===== config.mk =====
export PLATFORM = sky130hd
export DESIGN_NAME = readout_capture_ctrl
export DESIGN_NICKNAME = d
export VERILOG_FILES = /design/src/rtl/readout_capture_ctrl.sv
export SDC_FILE = /design/constraint.sdc
export NUM_CORES = 1
export LEC_CHECK = 0
export CORE_MARGIN = 1
export CORE_UTILIZATION = 35
export CTS_BUF_LIST = sky130_fd_sc_hd__clkbuf_4
export CTS_CLUSTER_SIZE = 28
export DETAILED_ROUTE_END_ITERATION = 8
export PLACE_DENSITY_LB_ADDON = 0.3
export SYNTH_ARGS = -nofsm -noshare
export SYNTH_HDL_FRONTEND = slang
export SYNTH_SLANG_ARGS = --single-unit

===== constraint.sdc =====
create_clock -name clk -period 5.7 [get_ports clk]
set_input_delay 0.57 -clock clk [delete_from_list [all_inputs] [get_ports clk]]
set_output_delay 0.57 -clock clk [all_outputs]
set_load 0.02 [all_outputs]

===== src/rtl/readout_capture_ctrl.sv =====
// Frame/line capture sequencer: windows one armed frame from the deserializer onto a
// valid/ready stream with SOF/EOL markers. Optional macro READOUT_TEST_PATTERN_EN adds test_mode.
module readout_capture_ctrl #(
  parameter int PIX_W = 16,
  parameter int CNT_W = 12
) (
  input  logic               clk,
  input  logic               reset,
  input  logic               arm,
  input  logic               abort,
  input  logic               frame_start,
  input  logic               hblank,
  input  logic [2*PIX_W-1:0] din,
  input  logic               din_valid,
  input  logic [CNT_W-1:0]   cfg_h_skip,
  input  logic [CNT_W-1:0]   cfg_h_active,
  input  logic [CNT_W-1:0]   cfg_v_skip,
  input  logic [CNT_W-1:0]   cfg_v_active,
`ifdef READOUT_TEST_PATTERN_EN
  input  logic               test_mode,
`endif
  output logic [2*PIX_W-1:0] m_data,
  output logic               m_valid,
  input  logic               m_ready,
  output logic               m_sof,
  output logic               m_eol,
  output logic               busy,
  output logic               done,
  output logic               overflow,
  output logic               sync_err
);

  typedef enum logic [2:0] {
    IDLE, WAIT_FRAME, V_SKIP, LINE, DONE
  } state_t;

  state_t state_reg, state_next;

  logic [CNT_W-1:0] h_skip_reg, h_active_reg, v_skip_reg, v_active_reg;
  logic [CNT_W-1:0] vcnt_reg, lcnt_reg, hcnt_reg, fwd_cnt_reg;
  logic             hb_d_reg;
  logic             sof_pending_reg;

  logic             line_end, pix_in, in_window, fwd, restart, arm_ok, can_load;
  logic [CNT_W-1:0] h_lim;
  logic [2*PIX_W-1:0] fwd_data;

  function automatic logic [CNT_W-1:0] sat_inc(input logic [CNT_W-1:0] v);
    return (&v) ? v : v + 1'b1;
  endfunction

  assign line_end  = hblank & ~hb_d_reg;
  assign h_lim     = h_skip_reg + h_active_reg;
  assign arm_ok    = (state_reg == IDLE) & arm & ~abort;
  assign restart   = frame_start & ~abort & ((state_reg == V_SKIP) | (state_reg == LINE));
  assign pix_in    = (state_reg == LINE) & din_valid & ~hblank;
  assign in_window = (hcnt_reg >= h_skip_reg) & (hcnt_reg < h_lim);
  // A word coinciding with abort or a frame restart belongs to no valid line.
  assign fwd       = pix_in & in_window & ~abort & ~frame_start;
  assign can_load  = ~m_valid | m_ready;

`ifdef READOUT_TEST_PATTERN_EN
  assign fwd_data = test_mode ? {PIX_W'(lcnt_reg), PIX_W'(fwd_cnt_reg)} : din;
`else
  assign fwd_data = din;
`endif

  always_ff @(posedge clk) begin
    if (reset) begin
      state_reg <= IDLE;
    end else begin
      state_reg <= state_next;
    end
  end

  always_comb begin
    state_next = state_reg;
    case (state_reg)
      IDLE: begin
        if (arm) begin
          state_next = ((cfg_h_active == '0) || (cfg_v_active == '0)) ? DONE : WAIT_FRAME;
        end
      end
      WAIT_FRAME: begin
        if (frame_start) begin
          state_next = (v_skip_reg == '0) ? LINE : V_SKIP;
        end
      end
      V_SKIP: begin
        if (restart) begin
          state_next = V_SKIP;
        end else if (v_skip_reg == '0) begin
          state_next = LINE;
        end else if (line_end && (sat_inc(vcnt_reg) == v_skip_reg)) begin
          state_next = LINE;
        end
      end
      LINE: begin
        if (restart) begin
          state_next = V_SKIP;
        end else if (line_end && (sat_inc(lcnt_reg) == v_active_reg)) begin
          state_next = DONE;
        end
      end
      DONE:    state_next = IDLE;
      default: state_next = IDLE;
    endcase
    if (abort) begin
      state_next = IDLE;
    end
  end

  // busy falls in the same cycle that done pulses.
  assign busy = (state_reg != IDLE) & (state_reg != DONE);
  assign done = (state_reg == DONE);

  always_ff @(posedge clk) begin
    if (reset) begin
      h_skip_reg      <= '0;
      h_active_reg    <= '0;
      v_skip_reg      <= '0;
      v_active_reg    <= '0;
      vcnt_reg        <= '0;
      lcnt_reg        <= '0;
      hcnt_reg        <= '0;
      fwd_cnt_reg     <= '0;
      hb_d_reg        <= 1'b0;
      sof_pending_reg <= 1'b0;
      overflow        <= 1'b0;
      sync_err        <= 1'b0;
    end else begin
      hb_d_reg <= hblank;
      if (abort) begin
        vcnt_reg    <= '0;
        lcnt_reg    <= '0;
        hcnt_reg    <= '0;
        fwd_cnt_reg <= '0;
      end else if (arm_ok) begin
        h_skip_reg      <= cfg_h_skip;
        h_active_reg    <= cfg_h_active;
        v_skip_reg      <= cfg_v_skip;
        v_active_reg    <= cfg_v_active;
        vcnt_reg        <= '0;
        lcnt_reg        <= '0;
        hcnt_reg        <= '0;
        fwd_cnt_reg     <= '0;
        sof_pending_reg <= 1'b1;
        overflow        <= 1'b0;
        sync_err        <= 1'b0;
      end else if (restart) begin
        vcnt_reg        <= '0;
        lcnt_reg        <= '0;
        hcnt_reg        <= '0;
        fwd_cnt_reg     <= '0;
        sof_pending_reg <= 1'b1;
        sync_err        <= 1'b1;
      end else begin
        if ((state_reg == V_SKIP) && line_end) begin
          vcnt_reg <= sat_inc(vcnt_reg);
        end
        if (state_reg == LINE) begin
          if (line_end) begin
            hcnt_reg    <= '0;
            fwd_cnt_reg <= '0;
            lcnt_reg    <= sat_inc(lcnt_reg);
            if (fwd_cnt_reg < h_active_reg) begin
              sync_err <= 1'b1;
            end
          end else if (pix_in) begin
            hcnt_reg <= sat_inc(hcnt_reg);
            if (fwd) begin
              fwd_cnt_reg <= sat_inc(fwd_cnt_reg);
            end
          end
        end
        if (fwd) begin
          sof_pending_reg <= 1'b0;
          if (!can_load) begin
            overflow <= 1'b1;
          end
        end
      end
    end
  end

  // Output register: loads only when empty or draining this cycle, otherwise holds.
  always_ff @(posedge clk) begin
    if (reset) begin
      m_data  <= '0;
      m_valid <= 1'b0;
      m_sof   <= 1'b0;
      m_eol   <= 1'b0;
    end else if (abort) begin
      m_valid <= 1'b0;
    end else if (fwd && can_load) begin
      m_data  <= fwd_data;
      m_valid <= 1'b1;
      m_sof   <= sof_pending_reg;
      m_eol   <= (sat_inc(fwd_cnt_reg) == h_active_reg);
    end else if (m_valid && m_ready) begin
      m_valid <= 1'b0;
    end
  end

endmodule


# Yosys cells after proc, flatten, opt, wreduce, memory -nomap -nowiden
# Cells that the tools add are included.
# op_classes
n_reduce_logical	34
muxes	33
n_lt_le_gt_ge	3
n_eq_ne	15
bitwise_logic	19
addsub	5
# ops
op	count
$mux W12	9
$add A12 B1 Y12 const B	4
$reduce_and A12 Y1	4
$eq A12 B12 Y1	3
$logic_not A12 Y1	3
$lt A12 B12 Y1	2
$mux W3	8
$mux W1	15
$reduce_bool A3 Y1	5
$add A12 B12 Y12	1
$and A1 B1 Y1	12
$ge A12 B12 Y1	1
$pmux W3 S4	1
$reduce_and A4 Y1	3
$ne A2 B2 Y1 const B	4
$reduce_and A2 Y1	4
$reduce_bool A2 Y1	4
$eq A3 B2 Y1 const B	2
$reduce_and A3 Y1	2
$logic_and A1 B1 Y1	5
$not A1 Y1	5
$ne A4 B4 Y1 const B	1
$reduce_or A4 Y1	1
$eq A3 B1 Y1 const B	1
other kinds (8)	9
# totals
regBits	138
word_cells	126
inputBits	88
out_inout_bits	39

# Longest topological paths before layout
# Gate-level depths: netlist of the first run.
# depth
word_depth	9
depth_mapped	18
mapped_depth_nobuf	18

# Worst setup path after synthesis of the first run
# No wires, ideal clock.
# synth_path
path_kind	register to register
start	register h_active_reg[0]
end	register m_data[24]
slack_ns	1.899
period_less_slack_ns	3.801
t_arrival_ns	3.730
required_ns	5.630
path_buffers	1
stages_incl_launch_ff	18
cell_sequence	dfxtp_1 ha_1 fa_1 a21o_1 a21oi_1 o21bai_1 a21oi_1 o21bai_1 a21oi_1 nor3_1 a311oi_1 ha_1 a21oi_1 o2111ai_1 a2111oi_4 clkbuf_1 nand2_1 a21oi_1
# synth_via
elab_chain_cells	8
# synth_lines
element	line_no	source
from (decl)	39	logic [CNT_W-1:0] h_skip_reg, h_active_reg, v_skip_reg, v_active_reg;
from (signal assigned)	140	h_active_reg <= cfg_h_active;
$add A12 B12 Y12	53	assign h_lim = h_skip_reg + h_active_reg;
$lt A12 B12 Y1	57	assign in_window = (hcnt_reg >= h_skip_reg) & (hcnt_reg < h_lim);
$and A1 B1 Y1	57	
$and A1 B1 Y1 (3 in series)	59	assign fwd = pix_in & in_window & ~abort & ~frame_start;
$logic_and A1 B1 Y1	195	end else if (fwd && can_load) begin
$reduce_and A2 Y1 (no line)	-	
to (signal assigned)	196	m_data <= fwd_data;
to (decl)	22	output logic [2*PIX_W-1:0] m_data,
# No other way between the ends.
# A chain may end at the register's enable or synchronous reset.

# Worst setup path in the final report of the first run
# layout_path
start	register h_active_reg[0]
end	register fwd_cnt_reg[5]
# layout_via
elab_chain_cells	8
# layout_lines
element	line_no	source
$add A12 B12 Y12	53	
$lt A12 B12 Y1	57	
$and A1 B1 Y1	57	
$and A1 B1 Y1 (3 in series)	59	
$reduce_bool A2 Y1 (no line)	-	
$reduce_and A3 Y1 (no line)	-	
to (signal assigned)	172	fwd_cnt_reg <= sat_inc(fwd_cnt_reg);
to (decl)	40	logic [CNT_W-1:0] vcnt_reg, lcnt_reg, hcnt_reg, fwd_cnt_reg;
# No other way between the ends.

==> results.md, run 1 <==
- Async S/R FF share, synth: 0%
- Slew @ Worst Pin: 1150 ps
- # IOs: 127
- Vias in the first global route: 7559
- Cell Chain, Critical Path: ha_1 > fa_1 > a21o_1 > a21oi_1 > o21bai_1 > a21oi_1 > o21bai_1 > a21oi_1 > nor3_1 > a311oi_1 > ha_1 > a21oi_1 > o2111ai_1 > a211o_1 > buf_4 > a21oi_1 > nor3_1
- Global-route wire length before repair: 38.7 mm
- Fmax achieved: 224 MHz
- Share of layout cells above drive strength 1: under 10%
- Pre-CTS WS: roughly 1300 ps
- Area share of the largest cell type after synthesis: 33.5%
- Fin crit period: 4470 ps
- Clock Skew: ~26 ps
- GRT Overall Usage: 20.1%
- CTS clk-pin slew, worst paths: 150 ps
- Yosys warnings: 0
- Worst-Skew Late Latency: 570 ps
- Die area: 24200 um2
- Detailed Route WL: between 20 and 25 mm
- PostCTS Resize Cnt: 0
- Outcome: completed
- Final #Nets: 1298
- EDFF count, synth: 0
- Area Overhead vs Synth: 21.3%
- CP peak stage delay: 620 ps
- Vias: 7903
- GPL Wtd Cong: 0.882
- Clock tree buffer depth: 2
- Buffers on Ports: 126
- Post-CTS Hold Buffers: 0
- RSZ-0062 raised after global routing: false
- CTS sink cnt: around 140
- Pwr per Cell Area: 204 nW/um2
- DRC Markers: 0
- TritonRoute pass-1 iters: 5
- Fin worst setup slack: 1230 ps
- Simple-Gate Fraction of Synth Area: 23.9%
- Final Setup Violations: 0
- Post-synthesis mux area share: 1.33%
- Synth Register Bits: 138
- Setup_tns: 0 ps
- Largest register FFs: 32
- Syn avg cell area: 7.71 um2
- Largest net degree at the start of global routing: 53
- Max_slew headroom: a little under a quarter
- Die Y: between 150 and 200 um
- CP max FO: 27
- DR iter-0 viols: 456
- Critical path's slowest cell: a211o_1
- Die X: 156 um
- Commonest non-fill, non-tap cells in the layout: 172 x nand2_1, 138 x dfxtp_1, 126 x a21oi_1
- Layout fillers: 2349
- Initial antenna violation count: 1
- Most common cell after layout, fill and taps aside: nand2_1
- CP most frequent cell: a21oi_1
- Crit end category: register
- Clk root buf: clkbuf_4
- Library cells used by synthesis: 66
- Number of setup buffers added after CTS: 0
- # rows: 55
- CTS tree: done
- Core area: 22900 um2
- Final period util: 78.5%
- CTS H-tree lvls: 4
- Max-slew violation count: 0
- Worst Path Arrival: 4970 ps
- WP data required: 6200 ps
- Largest register by flop count: m_data
- Critical setup path kind: reg2reg
- Combinational family with the most area after synthesis: simple AND/OR/NAND/NOR gates
- Initial Utilization: 36.0%
- Adder and majority cell fraction of the synthesized area: under 10%
- Post-Synth XOR/XNOR Area: 6.37%
- Total gr overflow: 0
- Proportion of synthesized chip area in sequential cells: 33.5%
- Top_reg_cell synth: dfxtp_1
- Worst min path class: reg2reg
- Final Hold Vio Count: 0
- DP HPWL: roughly 17 mm
- Max IR drop VDD: 0.000106 V
- Pleak: between 3 and 4 nW
- Mapped Area: around 8300 um2
- Cells after synthesis: 1070
- Worst setup SP type: register
- Vias per cell: around 5.3
- Fin util: 43.7%
- WL per Instance: 15.8 um
- Synth top area cells: dfxtp_1 33%, nand2_1 7.8%, a21oi_1 7.6%
- Syn Nets: 1208
- TritonCTS Buffers: 17
- Synth Area in Compound Gates: 22.2%
- Antenna-violating nets left: 0
- Max-Cap Viols: 0
- Area leader, netlist: dfxtp_1
## critical path: cells and delay by family, from the launching register on
family                     cells  cell delay (ps)
and+or+nand+nor                2              250
adders and majority gates      3              810
buffers and inverters          1              410
DFF                            1              380
AOI/OAI and AO/OA             11             2570
## path summary, 6_finish.rpt
kind                   start  cells after the start             end  slack [ps]
max reg2reg  h_active_reg[0]                     17  fwd_cnt_reg[5]        1230
min reg2reg  sof_pending_reg                      2           m_sof         470
min          sof_pending_reg                      2           m_sof         470
max          h_active_reg[0]                     17  fwd_cnt_reg[5]        1230
## kinds of logic after synthesis
family | Yosys count
AO/OA/AOI/OAI | 295
XOR/XNOR | 60
adder cells (fa/ha/maj) | 50
buffers and inverters | 98
flip-flops | 138
multiplexers | 11
AND/OR/NAND/NOR | 418
## report_power, final
part,internal (mW),switching (mW)
clock network,0.323,0.430
registers,0.986,0.0267
logic,0.133,0.143
total,1.44,0.600
## cell usage after synthesis (4+ instances only)
master	number
a21oi_1	126
and3_1	14
nor2b_1	12
o211ai_1	5
a31oi_1	12
nand2b_1	10
or3_1	8
nor2_1	75
o21bai_1	4
a21o_1	22
and2_1	9
o21ai_0	19
xor2_1	22
clkbuf_1	45
buf_6	4
xnor2_1	38
ha_1	49
a211oi_1	11
o22ai_1	4
nor4_1	14
o21a_1	5
o21ai_1	38
dfxtp_1	138
nor3_1	25
nand3_1	35
inv_1	37
and4_1	6
a311oi_1	13
nand4_1	21
nand2_1	172
mux2i_1	11
buf_2	12
## per-stage QoR
step	hold slack (ps)	std cells	total power [mW]	cell area, um2
after floorplan	436	1070	1.19	8250
after global placement	448	1454	1.31	9680
after detailed placement	453	1454	1.31	9680
after CTS	472	1486	2.07	10000
after global routing	487	1487	2.14	10000
final	467	1487	2.04	10000
## area by class of cell
type | count | area [um2] | share of cell area [%]
Timing Repair Buffer | 132 | 1300 | 13.0
Clock buffer | 17 | 128 | 1.27
Antenna cell | 1 | 2.50 | 0.0250
Multi-Input combinational cell | 834 | 5090 | 50.8
Sequential cell | 138 | 2760 | 27.6
Inverter | 37 | 139 | 1.39
Clock inverter | 15 | 200 | 2.00
Tap cell | 313 | 392 | 3.91
## layer usage
layer	global-route usage, %	routed length [um]
met5	0	0
met4	6.07	361
met3	5.56	1710
met2	32.2	10400
met1	26.1	11000
No activity file was read; power rests on OpenSTA's default activity.
==> run 2, diff against run 1 <==
==> constraint.sdc (replaced) <==
create_clock -name clk -period 3.9 [get_ports clk]
set_input_delay 0.39 -clock clk [delete_from_list [all_inputs] [get_ports clk]]
set_output_delay 0.39 -clock clk [all_outputs]
set_load 0.02 [all_outputs]
==> run 2 against run 1 <==
  * Clock skew about the same
  * Combinational power increased by 57%
  * Clock power increased by 37%
  * Register-to-register slack got worse by 1000 ps
  * Final cell count increased by 1.6%
  * Final area increased by 3.4%
  * Critical path depth unchanged
  * Critical endpoint is now m_data[8]
  * Via count increased by 2.2%
==> results.md, run 2 (synthesis gave the netlist of run 1 again) <==
- Outcome: completed
- TritonCTS Buffers: 17 (unchanged)
- Worst min path class: in2reg
- RSZ-0062 raised after global routing: true
- Fin util: 45.2% (+1.5 points)
- Antenna-violating nets left: 0 (unchanged)
- Clk root buf: clkbuf_4
- Critical setup path kind: reg2reg
- Buffers on Ports: 126 (unchanged)
- Vias in the first global route: 7546 (-0.17%)
- CTS H-tree lvls: 4 (unchanged)
- Largest register by flop count: m_data
- Worst setup SP type: register
- Fin crit period: 3720 ps (-754 ps)
- Max-Cap Viols: 0 (unchanged)
- Die X: 156 um (unchanged)
- CTS clk-pin slew, worst paths: 140 ps (about the same)
- Final #Nets: 1322 (+1.8%)
- Total gr overflow: 0 (unchanged)
- Worst Setup EP: m_data[8]
- Critical path origin: h_skip_reg[0]
- R2R setup slack: 180 ps (-1050 ps)
- Placement Cell Area: 9810 um2 (+1.4%)
- Vias per cell: 5.35 (+0.62%)
- Pwr per Cell Area: 284 nW/um2 (+39%)
- Worst-Skew Late Latency: 580 ps (about the same)
- DR iter-0 viols: 424 (-7.0%)
- Met2 Wirelength: 10.7 mm (+2.4%)
- Detailed Route WL: 24.0 mm (+1.9%)
- Hold_ws: 307 ps (-160 ps)
- Final Setup Violations: 0 (unchanged)
- DP HPWL: 17.3 mm (+1.2%)
- Area Overhead vs Synth: 25.4%
- Clock tree buffer depth: 2 (unchanged)
- Vias: 8080 (+2.2%)
- Largest net degree at the start of global routing: 87 (+64%)
- GPL Wtd Cong: 0.900 (+2.1%)
- Non-filler cells, final: 1511 (+1.6%)
- CTS tree: done
- TritonRoute pass-1 iters: 5 (unchanged)
- GRT Overall Usage: 20.3% (+0.19 points)
- Met1 wire length: 11.2 mm (+1.7%)
- Commonest non-fill, non-tap cells in the layout: 164 x nand2_1, 135 x dfxtp_1, 125 x clkdlybuf4s50_1
- Crit end category: register
- Share of layout cells above drive strength 1: 8.94% (+4.4 points)
- Reg2reg start: h_skip_reg[0]
- Clock Skew: 26.1 ps (+0.492 ps)
- CP max FO: 17 (-37%)
- Uppermost layer routed: met4
- Design area: 10400 um2 (+3.4%)
- Core area: 22900 um2 (unchanged)
- Largest register FFs: 32 (unchanged)
- WP data required: 4330 ps (-1870 ps)
- Fmax achieved: 269 MHz (+20%)
- Final period util: 95.4% (+17 points)
- Max-slew violation count: 0 (unchanged)
- Die area: 24200 um2 (unchanged)
- Max_slew headroom: 33.3% (+10 points)
- Most common cell after layout, fill and taps aside: nand2_1
- Global-route wire length before repair: 38.8 mm (+0.38%)
- Pleak: 3.62 nW (+3.8%)
- FF-to-FF End: m_data[8]
- Initial Utilization: 36.0% (unchanged)
- Slew @ Worst Pin: 1000 ps (-155 ps)
- Final Hold Vio Count: 0 (unchanged)
- Initial antenna violation count: 1 (unchanged)
- Max IR drop VDD: 0.000149 V (+40%)
- WL per Instance: 15.9 um (+0.26%)
- CTS sink cnt: 138 (unchanged)
- Die Y: 156 um (unchanged)
- Worst Path Arrival: 4150 ps (-820 ps)
- R2R cell count: 17 (unchanged)
- DRC Markers: 0 (unchanged)
- Met3 routed WL: 1.73 mm (+0.94%)
- # rows: 55 (unchanged)
- Pwr Total: 2.94 mW (+44%)
- Placed Cells: 1470 (+1.1%)
- # IOs: 127 (unchanged)
[run 2: routing by layer]
| metal | GRT usage (%) | up-vias |
|---|---|---|
| met5 | 0 | - |
| met4 | 5.84 | 0 |
| met3 | 5.42 | 20 |
| met2 | 31.9 | 250 |
| met1 | 27.1 | 3765 |
| li1 | - | 4045 |
[run 2: timing repair]
item                       in CTS  in global routing
setup buffers                   3                  3
gates resized for setup         2                 33
pin swaps                       1                 37
hold buffers                    0                  0
gates cloned                    1                  1
setup endpoints to repair      34                 49
[run 2: through the flow]
| stage | worst slack, ps | setup TNS (ps) |
|---|---|---|
| after global placement | 44.5 | 0 |
| after CTS | 22.0 | 0 |
| after floorplan | 99.2 | 0 |
| final | 181 | 0 |
| after global routing | -109 | -1370 |
| after detailed placement | -63.7 | -397 |
[run 2: final cells by class]
type,count,area [um2]
fill,2341,12600
multi-input combinational,834,5190
sequential,138,2770
timing repair buffer,156,1550
tap,313,392
clock inverter,15,180
inverter,37,139
clock buffer,17,128
antenna,1,2.50
[run 2: worst min path at each step]
stage,endpoint,startpoint,slack (ps),cells after the start
3_3_place_gp,v_active_reg[1],v_active_reg[1],450,2
5_1_grt,m_data[25],din[25],290,3
4_1_cts,m_valid,reset,260,3
3_5_place_dp,overflow,overflow,460,1
2_1_floorplan,v_active_reg[1],v_active_reg[1],440,2
6_report,m_valid,reset,310,3
[run 2: power breakdown]
| group | leakage (nW) | internal [mW] | switching [mW] | total (mW) |
|---|---|---|---|---|
| Sequential | 1.12 | 1.44 | 0.0375 | 1.48 |
| Clock | 0.161 | 0.404 | 0.628 | 1.03 |
| Combinational | 2.35 | 0.207 | 0.225 | 0.432 |
[run 2: critical path: stages (launching register included)]
cell and delay, ps:
dfxtp_4 380, ha_4 160, fa_2 360, a21o_1 170
a21oi_2 130, o21bai_1 100, a21oi_2 150, o21bai_1 100
a21oi_2 180, nor3_2 70, a311oi_2 260, ha_1 300
a21oi_2 160, o2111ai_2 140, a211o_2 410, buf_4 230
o21ai_1 190, a21oi_2 70
==> run 3, diff against run 2 <==
--- a/config.mk
+++ b/config.mk
@@ -6,7 +6,7 @@
 export NUM_CORES = 1
 export LEC_CHECK = 0
 export CORE_MARGIN = 1
-export CORE_UTILIZATION = 35
+export CORE_UTILIZATION = 51
 export CTS_BUF_LIST = sky130_fd_sc_hd__clkbuf_4
 export CTS_CLUSTER_SIZE = 28
 export DETAILED_ROUTE_END_ITERATION = 8
==> constraint.sdc (replaced) <==
create_clock -name clk -period 3.9 [get_ports clk]
set_input_delay 0.39 -clock clk [delete_from_list [all_inputs] [get_ports clk]]
set_output_delay 0.39 -clock clk [all_outputs]
set_load 0.05 [all_outputs]
==> run 3 against run 2 <==
  * The flow now finishes with violations (DRC, setup timing)
  * Critical path depth grew 2
  * Utilization rose by 19 points
  * Die area is 31% lower
  * Critical endpoint is now m_eol
==> results.md, run 3 (synthesis gave the netlist of run 1 again) <==
- Worst Path Arrival: 4420 ps (+270 ps)
- Outcome: finished, violations left
- Sequential Power Share: 51.8% (+1.5 points)
- # rows: 46 (-16%)
- RSZ-0062 raised after global routing: true
- TritonRoute pass-1 iters: 7 (+2)
- Clock tree buffer depth: 2 (unchanged)
- Switching share of power: 29.1% (-1.2 points)
- TritonCTS Buffers: 17 (unchanged)
- WP data required: 4390 ps (+60 ps)
- Max_slew headroom: 36.8% (+3.5 points)
- Crit end category: register
- Detailed Route WL: 23.1 mm (-3.4%)
- Buffers on Ports: 126 (unchanged)
- Core area: 15800 um2 (-31%)
- Most common cell after layout, fill and taps aside: nand2_1
- Final Setup Violations: 12 (+12)
- Global-route wire length before repair: 36.2 mm (-6.7%)
- CP peak stage delay: 390 ps (-20 ps)
- Final period util: 101% (+5.5 points)
- CTS H-tree lvls: 4 (unchanged)
- Pwr per Cell Area: 280 nW/um2 (-1.3%)
- WL per Instance: 16.3 um (+3.0%)
- DRC Markers: 2 (+2)
- Die X: 129 um (-17%)
- Die Y: 129 um (-17%)
- CP most frequent cell: a21oi_2
- CP max FO: 5 (-12)
- Vias in the first global route: 7487 (-0.78%)
- Fin crit period: 3930 ps (+215 ps)
- Internal Power: 2.02 mW (-1.4%)
- Pwr Total: 2.85 mW (-3.0%)
- Clk root buf: clkbuf_4
- Antenna-violating nets left: 0 (unchanged)
- Share of layout cells above drive strength 1: 7.84% (-1.1 points)
- Worst-Skew Late Latency: 570 ps (about the same)
- Fin worst setup slack: -33.9 ps (-215 ps)
- Slew @ Worst Pin: 948 ps (-52.4 ps)
- Largest register by flop count: m_data
- Largest register FFs: 32 (unchanged)
- P_sw: 0.830 mW (-6.8%)
- Die area: 16700 um2 (-31%)
- Final #Nets: 1324 (+0.15%)
- Commonest non-fill, non-tap cells in the layout: 172 x nand2_1, 135 x dfxtp_1, 125 x clkdlybuf4s50_1
- # IOs: 127 (unchanged)
- Max IR drop VDD: 0.000180 V (+21%)
- Max-slew violation count: 0 (unchanged)
- Max-Cap Viols: 0 (unchanged)
- Hold_ws: 275 ps (-32.4 ps)
- Largest net degree at the start of global routing: 88 (+1.1%)
- Fmax achieved: 254 MHz (-5.5%)
- Clock Skew: 19.9 ps (-6.16 ps)
- Worst min path class: in2reg
- Failing checks: DRC, setup timing
- CTS sink cnt: 138 (unchanged)
- Pleak: 3.62 nW (-0.12%)
- Critical path's slowest cell: fa_2
- Comb pwr share: 15.1% (+0.4 points)
- DR iter-0 viols: 713 (+68%)
- Layout fillers: 1401 (-40%)
- Clock Power Share: 33.2% (-1.9 points)
- DP HPWL: 16.0 mm (-7.5%)
- Pre-CTS WS: -92.5 ps (-28.8 ps)
- Vias: 8279 (+2.5%)
- Final Hold Vio Count: 0 (unchanged)
- GPL Wtd Cong: 0.919 (+2.1%)
- Area Overhead vs Synth: 23.3%
- Worst setup SP type: register
- Total gr overflow: 0 (unchanged)
- Critical setup path kind: reg2reg
- Cell Chain, Critical Path: ha_4 > fa_2 > a21o_1 > a21oi_2 > o21bai_1 > a21oi_2 > o21bai_1 > a21oi_2 > nor3_1 > a311oi_1 > ha_1 > a21oi_2 > o2111ai_2 > buf_4 > a2111oi_4 > buf_6 > buf_12 > nor3b_1 > a21o_1
- Vias per cell: 5.85 (+9.3%)
- CTS clk-pin slew, worst paths: 140 ps (about the same)
- Initial Utilization: 52.2% (+16 points)
- Initial antenna violation count: 1 (unchanged)
- GRT Overall Usage: 27.7% (+7.4 points)
- CTS tree: done
[run 3: timing repair]
item	4_1_cts	5_1_grt
gates cloned	1	3
pin swaps	6	22
resized for setup	8	13
buffers inserted	3	7
hold endpoints to repair	0	0
setup endpoints to repair	20	49
hold buffers	0	0
[run 3: final timing paths]
check | start | endpoint | slack, ps | cells after the start
min reg2reg | sof_pending_reg | m_sof | 470 | 2
max | h_skip_reg[0] | m_eol | -30 | 19
min | reset | m_valid | 280 | 3
max reg2reg | h_skip_reg[0] | m_eol | -30 | 19
[run 3: critical path: cells and delay by family, from the launching register on]
kind / cells / cell delay, ps
flip-flops: 1 / 360
AND/OR/NAND/NOR: 2 / 120
adder cells (fa/ha/maj): 3 / 860
buffers and inverters: 3 / 510
AO/OA/AOI/OAI: 11 / 2010
[run 3: layout make-up]
| class | count | area, um2 | area share (%) |
|---|---|---|---|
| inverters | 37 | 139 | 1.36 |
| well taps | 216 | 270 | 2.66 |
| multi-input cells | 834 | 5150 | 50.6 |
| clock inverters | 15 | 150 | 1.48 |
| repair buffers | 158 | 1560 | 15.4 |
| flip-flops and latches | 138 | 2770 | 27.2 |
| diodes | 1 | 2.50 | 0.0246 |
| clock buffers | 17 | 128 | 1.25 |
[run 3: power groups by stage]
| stage | Clock (mW) | Sequential, mW | Combinational, mW |
|---|---|---|---|
| floorplan | 0 | 1.49 | 0.249 |
| finish | 0.947 | 1.48 | 0.430 |
| CTS | 0.959 | 1.48 | 0.420 |
| global route | 1.02 | 1.48 | 0.470 |
| global placement | 0 | 1.51 | 0.410 |
| detailed placement | 0 | 1.51 | 0.416 |
[run 3: routing by layer]
metal / track usage (%) / wire (um) / part of all wire (%)
met5: 0 / 0 / 0
met4: 11.8 / 691 / 3.0
met3: 5.41 / 1440 / 6.2
met2: 46.6 / 11000 / 48
met1: 34.4 / 9980 / 43
[run 3: stage by stage]
| step | cells | cell area, um2 | utilization (%) | setup TNS [ps] |
|---|---|---|---|---|
| floorplan | 1070 | 8250 | - | 0 |
| global placement | 1370 | 9680 | 61.2 | 0 |
| global route | 1416 | 10200 | 64.3 | -7100 |
| CTS | 1406 | 10000 | 63.4 | 0 |
| detailed placement | 1370 | 9680 | 61.2 | -311 |
| finish | 1416 | 10200 | 64.3 | -174 |
